<file path="config.mk">
export PLATFORM = sky130hd
export DESIGN_NAME = cache_fill_ctrl
export DESIGN_NICKNAME = d
export VERILOG_FILES = /design/src/rtl/cache_pkg.sv /design/src/rtl/cache_fill_counter.sv /design/src/rtl/cache_fill_ctrl.sv
export SDC_FILE = /design/constraint.sdc
export NUM_CORES = 1
export LEC_CHECK = 0
export CAP_MARGIN = 40
export CORE_MARGIN = 3
export CORE_UTILIZATION = 37
export DETAILED_ROUTE_END_ITERATION = 8
export MAX_ROUTING_LAYER = met4
export PLACE_DENSITY = 0.84
export SETUP_SLACK_MARGIN = 0.5
export SLEW_MARGIN = 20
export SYNTH_ARGS = -nofsm -noshare
export SYNTH_HDL_FRONTEND = slang
export SYNTH_SLANG_ARGS = --single-unit
</file>
<file path="constraint.sdc">
create_clock -name clk -period 2.81 [get_ports clk]
set_input_delay 0.281 -clock clk [delete_from_list [all_inputs] [get_ports clk]]
set_output_delay 0.281 -clock clk [all_outputs]
set_load 0.01 [all_outputs]
</file>
<file path="src/rtl/cache_pkg.sv">
// Shared geometry and types for the cache miss/fill controller.
//
// A cache block is 16 bytes = 8 halfword-aligned 16-bit words. Address
// bits [3:1] select the word within the block and bits [9:4] select one of
// the 64 sets. Everything here is consumed through import cache_pkg::*.
package cache_pkg;

    localparam int ADDR_W      = 16;
    localparam int CNT_W       = 3;
    localparam int BLOCK_WORDS = 8;
    localparam int OFFSET_BITS = 4;
    localparam int SET_BITS    = 6;

    localparam logic TARGET_I = 1'b0;
    localparam logic TARGET_D = 1'b1;

    // Counter value of the final word of a block.
    localparam logic [CNT_W-1:0]  LAST_WORD = CNT_W'(BLOCK_WORDS - 1);

    // Clears the byte-offset bits so a miss address becomes its block base.
    localparam logic [ADDR_W-1:0] BASE_MASK = ~ADDR_W'((1 << OFFSET_BITS) - 1);

    typedef enum logic [1:0] {
        IDLE  = 2'd0,
        ISSUE = 2'd1,
        DRAIN = 2'd2
    } fill_state_t;

    function automatic logic [ADDR_W-1:0] block_base(input logic [ADDR_W-1:0] addr);
        return addr & BASE_MASK;
    endfunction

    // The word index only ever lands in bits [3:1]; with a masked base the
    // OR can never carry into the set bits.
    function automatic logic [ADDR_W-1:0] word_addr(input logic [ADDR_W-1:0] base,
                                                    input logic [CNT_W-1:0]  cnt);
        return base | {{(ADDR_W-CNT_W-1){1'b0}}, cnt, 1'b0};
    endfunction

    function automatic logic [SET_BITS-1:0] set_index(input logic [ADDR_W-1:0] addr);
        return addr[OFFSET_BITS +: SET_BITS];
    endfunction

endpackage

</file>
<file path="src/rtl/cache_fill_counter.sv">
// Word counter for the fill controller (used for both the request and the
// return side of a block fill).
//
// Ports:
//   clk    system clock
//   rst    synchronous active-high reset, clears the count
//   clr_i  synchronous clear, wins over en_i
//   en_i   advance by one; wraps 7 -> 0
//   cnt_o  current count
module cache_fill_counter
    import cache_pkg::*;
(
    input  logic             clk,
    input  logic             rst,
    input  logic             clr_i,
    input  logic             en_i,
    output logic [CNT_W-1:0] cnt_o
);

    logic [CNT_W-1:0] cnt_q;
    logic [CNT_W-1:0] cnt_d;

    always_comb begin
        cnt_d = cnt_q;
        if (clr_i) begin
            cnt_d = '0;
        end else if (en_i) begin
            cnt_d = cnt_q + CNT_W'(1);
        end
    end

    always_ff @(posedge clk) begin
        if (rst) begin
            cnt_q <= '0;
        end else begin
            cnt_q <= cnt_d;
        end
    end

    assign cnt_o = cnt_q;

endmodule

</file>
<file path="src/rtl/cache_fill_ctrl.sv">
// Miss-handling controller shared by the I-cache and D-cache.
//
// On a miss it owns the single main-memory read port, issues the 8 word reads
// of the 16-byte block on consecutive cycles, streams each returned word into
// the target cache's data array and writes the tag together with the last
// word. The D-cache wins simultaneous misses; a grant is never preempted.
//
// Ports:
//   clk, rst                       clock, synchronous active-high reset
//   icache_miss/_addr              I-side miss request (level) and address
//   dcache_miss/_addr              D-side miss request (level) and address
//   mem_en, mem_addr               memory read request, word-aligned address
//   mem_data_valid, mem_data_in    memory read return (in issue order)
//   mem_busy                       controller is filling; stores hold off
//   fill_target                    0 = I-cache, 1 = D-cache
//   fill_word_wr/_addr, fill_data_out   data-array word write
//   tag_wr                         tag/valid write for fill_word_addr's set
//   icache_fill_done, dcache_fill_done  one-cycle completion pulses
//   icache_stall, dcache_stall     pipeline stalls
//
// state | meaning
// ------+------------------------------------------------------------
// IDLE  | no fill; arbitrate pending misses, counters held cleared
// ISSUE | one read request per cycle for words 0..7, returns accepted
// DRAIN | all requests sent, waiting for the remaining returns
module cache_fill_ctrl
    import cache_pkg::*;
(
    input  logic              clk,
    input  logic              rst,
    input  logic              icache_miss,
    input  logic [ADDR_W-1:0] icache_miss_addr,
    input  logic              dcache_miss,
    input  logic [ADDR_W-1:0] dcache_miss_addr,
    output logic              mem_en,
    output logic [ADDR_W-1:0] mem_addr,
    input  logic              mem_data_valid,
    input  logic [ADDR_W-1:0] mem_data_in,
    output logic              mem_busy,
    output logic              fill_target,
    output logic              fill_word_wr,
    output logic [ADDR_W-1:0] fill_word_addr,
    output logic [ADDR_W-1:0] fill_data_out,
    output logic              tag_wr,
    output logic              icache_fill_done,
    output logic              dcache_fill_done,
    output logic              icache_stall,
    output logic              dcache_stall
);

    fill_state_t       state_q;
    fill_state_t       state_d;
    logic [ADDR_W-1:0] base_q;
    logic [ADDR_W-1:0] base_d;
    logic              target_q;
    logic              target_d;

    logic [CNT_W-1:0]  issue_cnt;
    logic [CNT_W-1:0]  recv_cnt;
    logic              cnt_clr;
    logic              issue_en;
    logic              recv_en;
    logic              busy;
    logic              recv_active;

    cache_fill_counter u_issue_cnt (
        .clk   (clk),
        .rst   (rst),
        .clr_i (cnt_clr),
        .en_i  (issue_en),
        .cnt_o (issue_cnt)
    );

    cache_fill_counter u_recv_cnt (
        .clk   (clk),
        .rst   (rst),
        .clr_i (cnt_clr),
        .en_i  (recv_en),
        .cnt_o (recv_cnt)
    );

    always_ff @(posedge clk) begin
        if (rst) begin
            state_q  <= IDLE;
            base_q   <= '0;
            target_q <= TARGET_I;
        end else begin
            state_q  <= state_d;
            base_q   <= base_d;
            target_q <= target_d;
        end
    end

    assign busy        = (state_q != IDLE);
    // Returns seen while IDLE belong to a fill killed by reset and are dropped.
    assign recv_active = (state_q == ISSUE) || (state_q == DRAIN);

    always_comb begin
        state_d          = state_q;
        base_d           = base_q;
        target_d         = target_q;
        cnt_clr          = 1'b0;
        issue_en         = 1'b0;
        recv_en          = 1'b0;
        mem_en           = 1'b0;
        mem_addr         = '0;
        fill_word_wr     = 1'b0;
        fill_word_addr   = '0;
        fill_data_out    = '0;
        tag_wr           = 1'b0;
        icache_fill_done = 1'b0;
        dcache_fill_done = 1'b0;

        case (state_q)
            IDLE: begin
                cnt_clr = 1'b1;
                if (dcache_miss) begin
                    base_d   = block_base(dcache_miss_addr);
                    target_d = TARGET_D;
                    state_d  = ISSUE;
                end else if (icache_miss) begin
                    base_d   = block_base(icache_miss_addr);
                    target_d = TARGET_I;
                    state_d  = ISSUE;
                end
            end
            ISSUE: begin
                mem_en   = 1'b1;
                mem_addr = word_addr(base_q, issue_cnt);
                issue_en = 1'b1;
                if (issue_cnt == LAST_WORD) begin
                    state_d = DRAIN;
                end
            end
            DRAIN: begin
                state_d = DRAIN;
            end
            default: begin
                state_d = IDLE;
            end
        endcase

        // The receive path overrides the issue-side transition: with a
        // zero-latency memory the last word could return while still in ISSUE.
        if (recv_active && mem_data_valid) begin
            fill_word_wr   = 1'b1;
            fill_word_addr = word_addr(base_q, recv_cnt);
            fill_data_out  = mem_data_in;
            recv_en        = 1'b1;
            if (recv_cnt == LAST_WORD) begin
                tag_wr = 1'b1;
                if (target_q == TARGET_D) begin
                    dcache_fill_done = 1'b1;
                end else begin
                    icache_fill_done = 1'b1;
                end
                state_d = IDLE;
            end
        end
    end

    assign mem_busy     = busy;
    assign fill_target  = target_q;
    assign icache_stall = icache_miss | (busy & (target_q == TARGET_I));
    assign dcache_stall = dcache_miss | (busy & (target_q == TARGET_D));

endmodule

</file>
-- Word level (Yosys, flattened, before mapping)
Cells that the tools add are included.
- flip-flop bits (word level): 25
- latch bits: 0
- RAM bits: 0
- memory bits (read-only): 0
- bits of input ports: 53
- output and inout bits: 57
- logic and storage cells: 49
- memories kept: 0
- add/sub/neg operators: 2
- multiply operators: 0
- div/mod/pow operators: 0
- magnitude comparators: 0
- eq/ne operators: 4
- shifts and indexed selects: 0
- mux-type cells: 24
- bitwise operators: 7
- reductions and logical operators: 7
- operators by type and width (kind ; number):
    $mux 16 ; 5
    $or 16x4->16 ; 2
    $mux 1 ; 13
    $mux 2 ; 5
    $add 3x1->3 const B ; 2
    $eq 3x3->1 const B ; 2
    $pmux 2 s3 ; 1
    $reduce_bool 2->1 ; 2
    $and 1x1->1 ; 2
    $eq 2x1->1 const B ; 1
    $eq 2x2->1 const B ; 1
    $logic_not 2->1 ; 1
    $or 1x1->1 ; 2
    $reduce_and 2->1 ; 1
    $reduce_or 2->1 ; 1
    $logic_and 1x1->1 ; 1
    $logic_or 1x1->1 ; 1
    $not 1->1 ; 1

-- Longest topological paths before layout
- depth after elaboration: 5
- gate-level depth with buffers: 7

-- Cells and area by module
A second synthesis with hierarchy kept.
- cells, all modules: 162
- area total of the unflattened synthesis: 1463.9 um^2
- by module, submodules not included (module ; instances ; cells each ; area each (um^2) ; seq. area each (um^2)):
    cache_fill_ctrl ; 1 ; 138 ; 1208.7 ; 300.3
    cache_fill_counter ; 2 ; 12 ; 127.6 ; 60.1

-- Least setup slack after synthesis
OpenSTA, ideal clock, no wires.
- path kind: register to output
- start: register state_q[1]
- end: output icache_fill_done
- arrival time: 1267 ps
- data required time: 2529 ps
- slack: 1262 ps
- cell stages (with the launch flop): 5
- buffers on the path: 0
- path through: dfxtp_1 inv_1 ha_1 and3_1 nor2b_1
- cells in the longest elaborated chain, start to end: 4
- elaborated cells between the ends (all ways): 5
- RTL lines (item ; line ; source):
    from (decl) ; cache_fill_ctrl.sv:51 ; fill_state_t state_q;
    from (signal assigned) ; cache_fill_ctrl.sv:88 ; state_q <= state_d;
    $eq 2x1->1 or $eq 2x2->1 (tied branches) ; cache_fill_ctrl.sv:96 ; assign recv_active = (state_q == ISSUE) || (state_q == DRAIN);
    $logic_or 1x1->1 (*) ; cache_fill_ctrl.sv:96 ;
    $logic_and 1x1->1 (*) ; cache_fill_ctrl.sv:145 ; if (recv_active && mem_data_valid) begin
    $mux 1 (*) ; cache_fill_ctrl.sv:145 ;
    to (decl) ; cache_fill_ctrl.sv:45 ; output logic icache_fill_done,
Mark *: on every way between the ends. The rest lies on a longest branch, timed or not.

-- Worst setup path in the final report
- start: register state_q[1]
- end: output fill_word_addr[15]
- cells in the longest elaborated chain, start to end: 4
- elaborated cells between the ends (all ways): 5
- RTL lines (item ; line ; source):
    $eq 2x1->1 or $eq 2x2->1 (tied branches) ; cache_fill_ctrl.sv:96 ;
    $logic_or 1x1->1 (*) ; cache_fill_ctrl.sv:96 ;
    $logic_and 1x1->1 (*) ; cache_fill_ctrl.sv:145 ;
    $mux 16 (*) ; cache_fill_ctrl.sv:145 ;
    to (decl) ; cache_fill_ctrl.sv:42 ; output logic [ADDR_W-1:0] fill_word_addr,
Marked as above.

==> qor.csv <==
stage,metric,value,unit
logic_synthesis,async_flop_share,0,
clock_tree,cts_buffers,3,
route,via_per_inst,4.799,
timing,setup_viol,0,
clock_tree,clock_latency,260,ps
critical_path,start_kind,flop,
final_layout,fin_nets,323,
job,max_cap_viol_count,0,
critical_path,critPathRequiredTime,2530,ps
final_layout,drive_gt1_frac,0.1456,
logic_synthesis,ys_seq_elements,21,
critical_path,arrival,1960,ps
clock_tree,clk_pin_slew,80,ps
route,first_pass_iters,4,
logic_synthesis,synthFlopType,dfxtp_1,
clock_tree,clock_sinks,21,
floorplan,die_y,69.44,microns
floorplan,dieWidth,69.44,microns
logic_synthesis,ys_seq_area_frac,0.2824,
global_route,overflow,0,
global_route,grt_pass1_wl,6886,microns
placed_design,dpl.hpwl,3276,microns
logic_synthesis,synth_top_family_by_area,simple AND/OR/NAND/NOR gates,
timing,finalHoldViolCount,0,
global_route,antenna_found_initial,0,
timing,period_share,0.7973,
floorplan,die-area,0.004821,sq mm
timing,drv_slew,0,
final_layout,syn_to_final_growth,73.11,%
logic_synthesis,synth_area_per_cell,8.969,sq um
worst_hold_path,hold_path_class,flop to flop,
timing,rsz0062_at_grt,yes,
critical_path,path_class,flop to primary output,
power_and_ir_drop,fin_total_pwr,0.0008686,W
critical_path,cp-end-kind,primary output,
logic_synthesis,yosys.area.top_type,dfxtp_1,
placed_design,portBuffers,99,
route,num_vias,1483,
logic_synthesis,synth_simple_gate_area_frac,0.2924,
final_layout,final_cell_mix,"clkdlybuf4s50_1, and3_1, dfxtp_1",
clock_tree,clockBufferDepth,2,
power_and_ir_drop,p_leak,1.165,nW
clock_tree,cts-root-buf,clkbuf_8,
final_layout,layout_commonest_cell,clkdlybuf4s50_1,
final_layout,antenna_cells,0,
route,wire_per_inst,13.66,microns
route,drt_iter0_drc,64,
floorplan,num_rows,22,
floorplan,core-area,0.003771,sq mm
logic_synthesis,synth_compound_area_frac,0.1571,
logic_synthesis,synthCells,166,
run_status,status,"finished, final reports clean",
logic_synthesis,synthXorXnorAreaFrac,0.01176,
route,drt-total-wl,4220,microns
logic_synthesis,ys_warn_count,0,
clock_tree,cts_hold_buf,0,
route,ant_nets,0,
placed_design,gp_congestion,0.8075,
power_and_ir_drop,power_density,337.0,mW/mm^2
timing,tns,0,ps
logic_synthesis,synthesis.area,0.001489,sq mm
logic_synthesis,synth_top_area_frac,0.2824,
floorplan,ioPinCount,110,
global_route,grt_max_degree,28,
clock_tree,cts.htree.levels,1,
timing,fin_worst_skew,4.562,ps
floorplan,initial_core_util,0.3948,
route,drcViolationCount,0,
critical_path,worst-path-max-fanout,6,
logic_synthesis,synth_edf_count,0,
logic_synthesis,muxShareOfSynthArea,0.09412,
logic_synthesis,ys_types,33,
global_route,grtUsageTotal,0.1769,
timing,fin_crit,2240,ps
logic_synthesis,synth.top_cells.by_area,"dfxtp_1, and3_1, a211oi_2, mux2i_1, and2_1",
logic_synthesis,synthAdderAreaFrac,0.06723,
timing,max_freq,446.3,MHz
power_and_ir_drop,vdd_drop_max,0.2856,mV
global_route,grt_pass1_vias,1462,
clock_tree,cts_tree,done,
==> where the power goes <==
| part | internal [W] | switching (W) | total (W) | leakage (nW) |
|---|---|---|---|---|
| registers | 0.000321 | 0.0000196 | 0.000341 | 0.174 |
| logic | 0.000189 | 0.000138 | 0.000327 | 0.965 |
| clock network | 0.0000989 | 0.000102 | 0.000200 | 0.0255 |
| total | 0.000610 | 0.000259 | 0.000869 | 1.16 |
==> per-layer routing <==
metal,share of wire,routed length [microns],global-route usage,vias to the layer above
met5,0,0,-,-
met4,0.0064,27,0.03254,0
met3,0.056,236,0.03768,4
met2,0.50,2097,0.3210,45
met1,0.44,1859,0.2002,673
li1,-,-,-,761
==> state kept, by name (all words and copies together) (netlist names) <==
register and flops:
base_q 12, u_issue_cnt.cnt_o 3, u_recv_cnt.cnt_o 3, state_q 2, fill_target 1
==> worst max-delay path, cell delays in order (launching register included) <==
cell             delay, ps
dfxtp_2                370
inv_1                  110
ha_4                   320
dlymetal6s2s_1         190
and3_1                 180
clkdlybuf4s50_1        530
==> final timing paths <==
kind | start | endpoint | slack, ps | cells after the start
min reg2reg | u_recv_cnt.cnt_o[1] | u_recv_cnt.cnt_o[1] | 480 | 2
max | state_q[1] | fill_word_addr[15] | 570 | 5
min | u_recv_cnt.cnt_o[1] | u_recv_cnt.cnt_o[1] | 480 | 2
max reg2reg | state_q[1] | base_q[8] | 1360 | 5
==> timing repair <==
action                                  in CTS  in global routing
setup buffers                                0                  2
pin swaps                                    0                  1
resized for setup                            7                  5
endpoints found under the setup margin      32                 28
==> cells in the mapped netlist, types with 2 or more instances <==
library cell  count
and3_1           32
dfxtp_1          21
and2_1           16
mux2i_1          14
a211oi_2         12
nor2_1           10
clkbuf_1          8
ha_1              8
nor2_2            8
nand2_1           6
buf_4             3
inv_1             3
a21oi_1           2
buf_2             2
nor2b_1           2
xnor2_1           2
==> stage by stage <==
stage | setup slack [ps] | hold slack, ps | util | area, sq um | std cells
2_1_floorplan | 1262 | 345.6 | - | 1493 | 167
3_3_place_gp | 577.3 | 463.1 | 0.6539 | 2466 | 303
3_5_place_dp | 501.3 | 467.0 | 0.6539 | 2466 | 303
4_1_cts | 474.4 | 478.4 | 0.6729 | 2537 | 307
5_1_grt | 474.1 | 498.1 | 0.6835 | 2577 | 309
6_report | 569.6 | 475.3 | 0.6835 | 2577 | 309
==> kinds of logic after synthesis <==
family | after synthesis
fa+ha+maj | 8
compound gates | 23
other cells | 1
mux | 14
buf+inv | 21
simple gates | 76
xor+xnor | 2
flops | 21
==> area by class of cell <==
class                   count  area (sq um)
clock buffers               3         41.29
repair buffers            107          1069
well taps                  48         60.06
fillers                   337          1194
flip-flops and latches     21         422.9
clock inverters             1         5.005
multi-input cells         125         964.7
inverters                   4         15.01
Note: power is estimated with default switching activity, not from simulation.
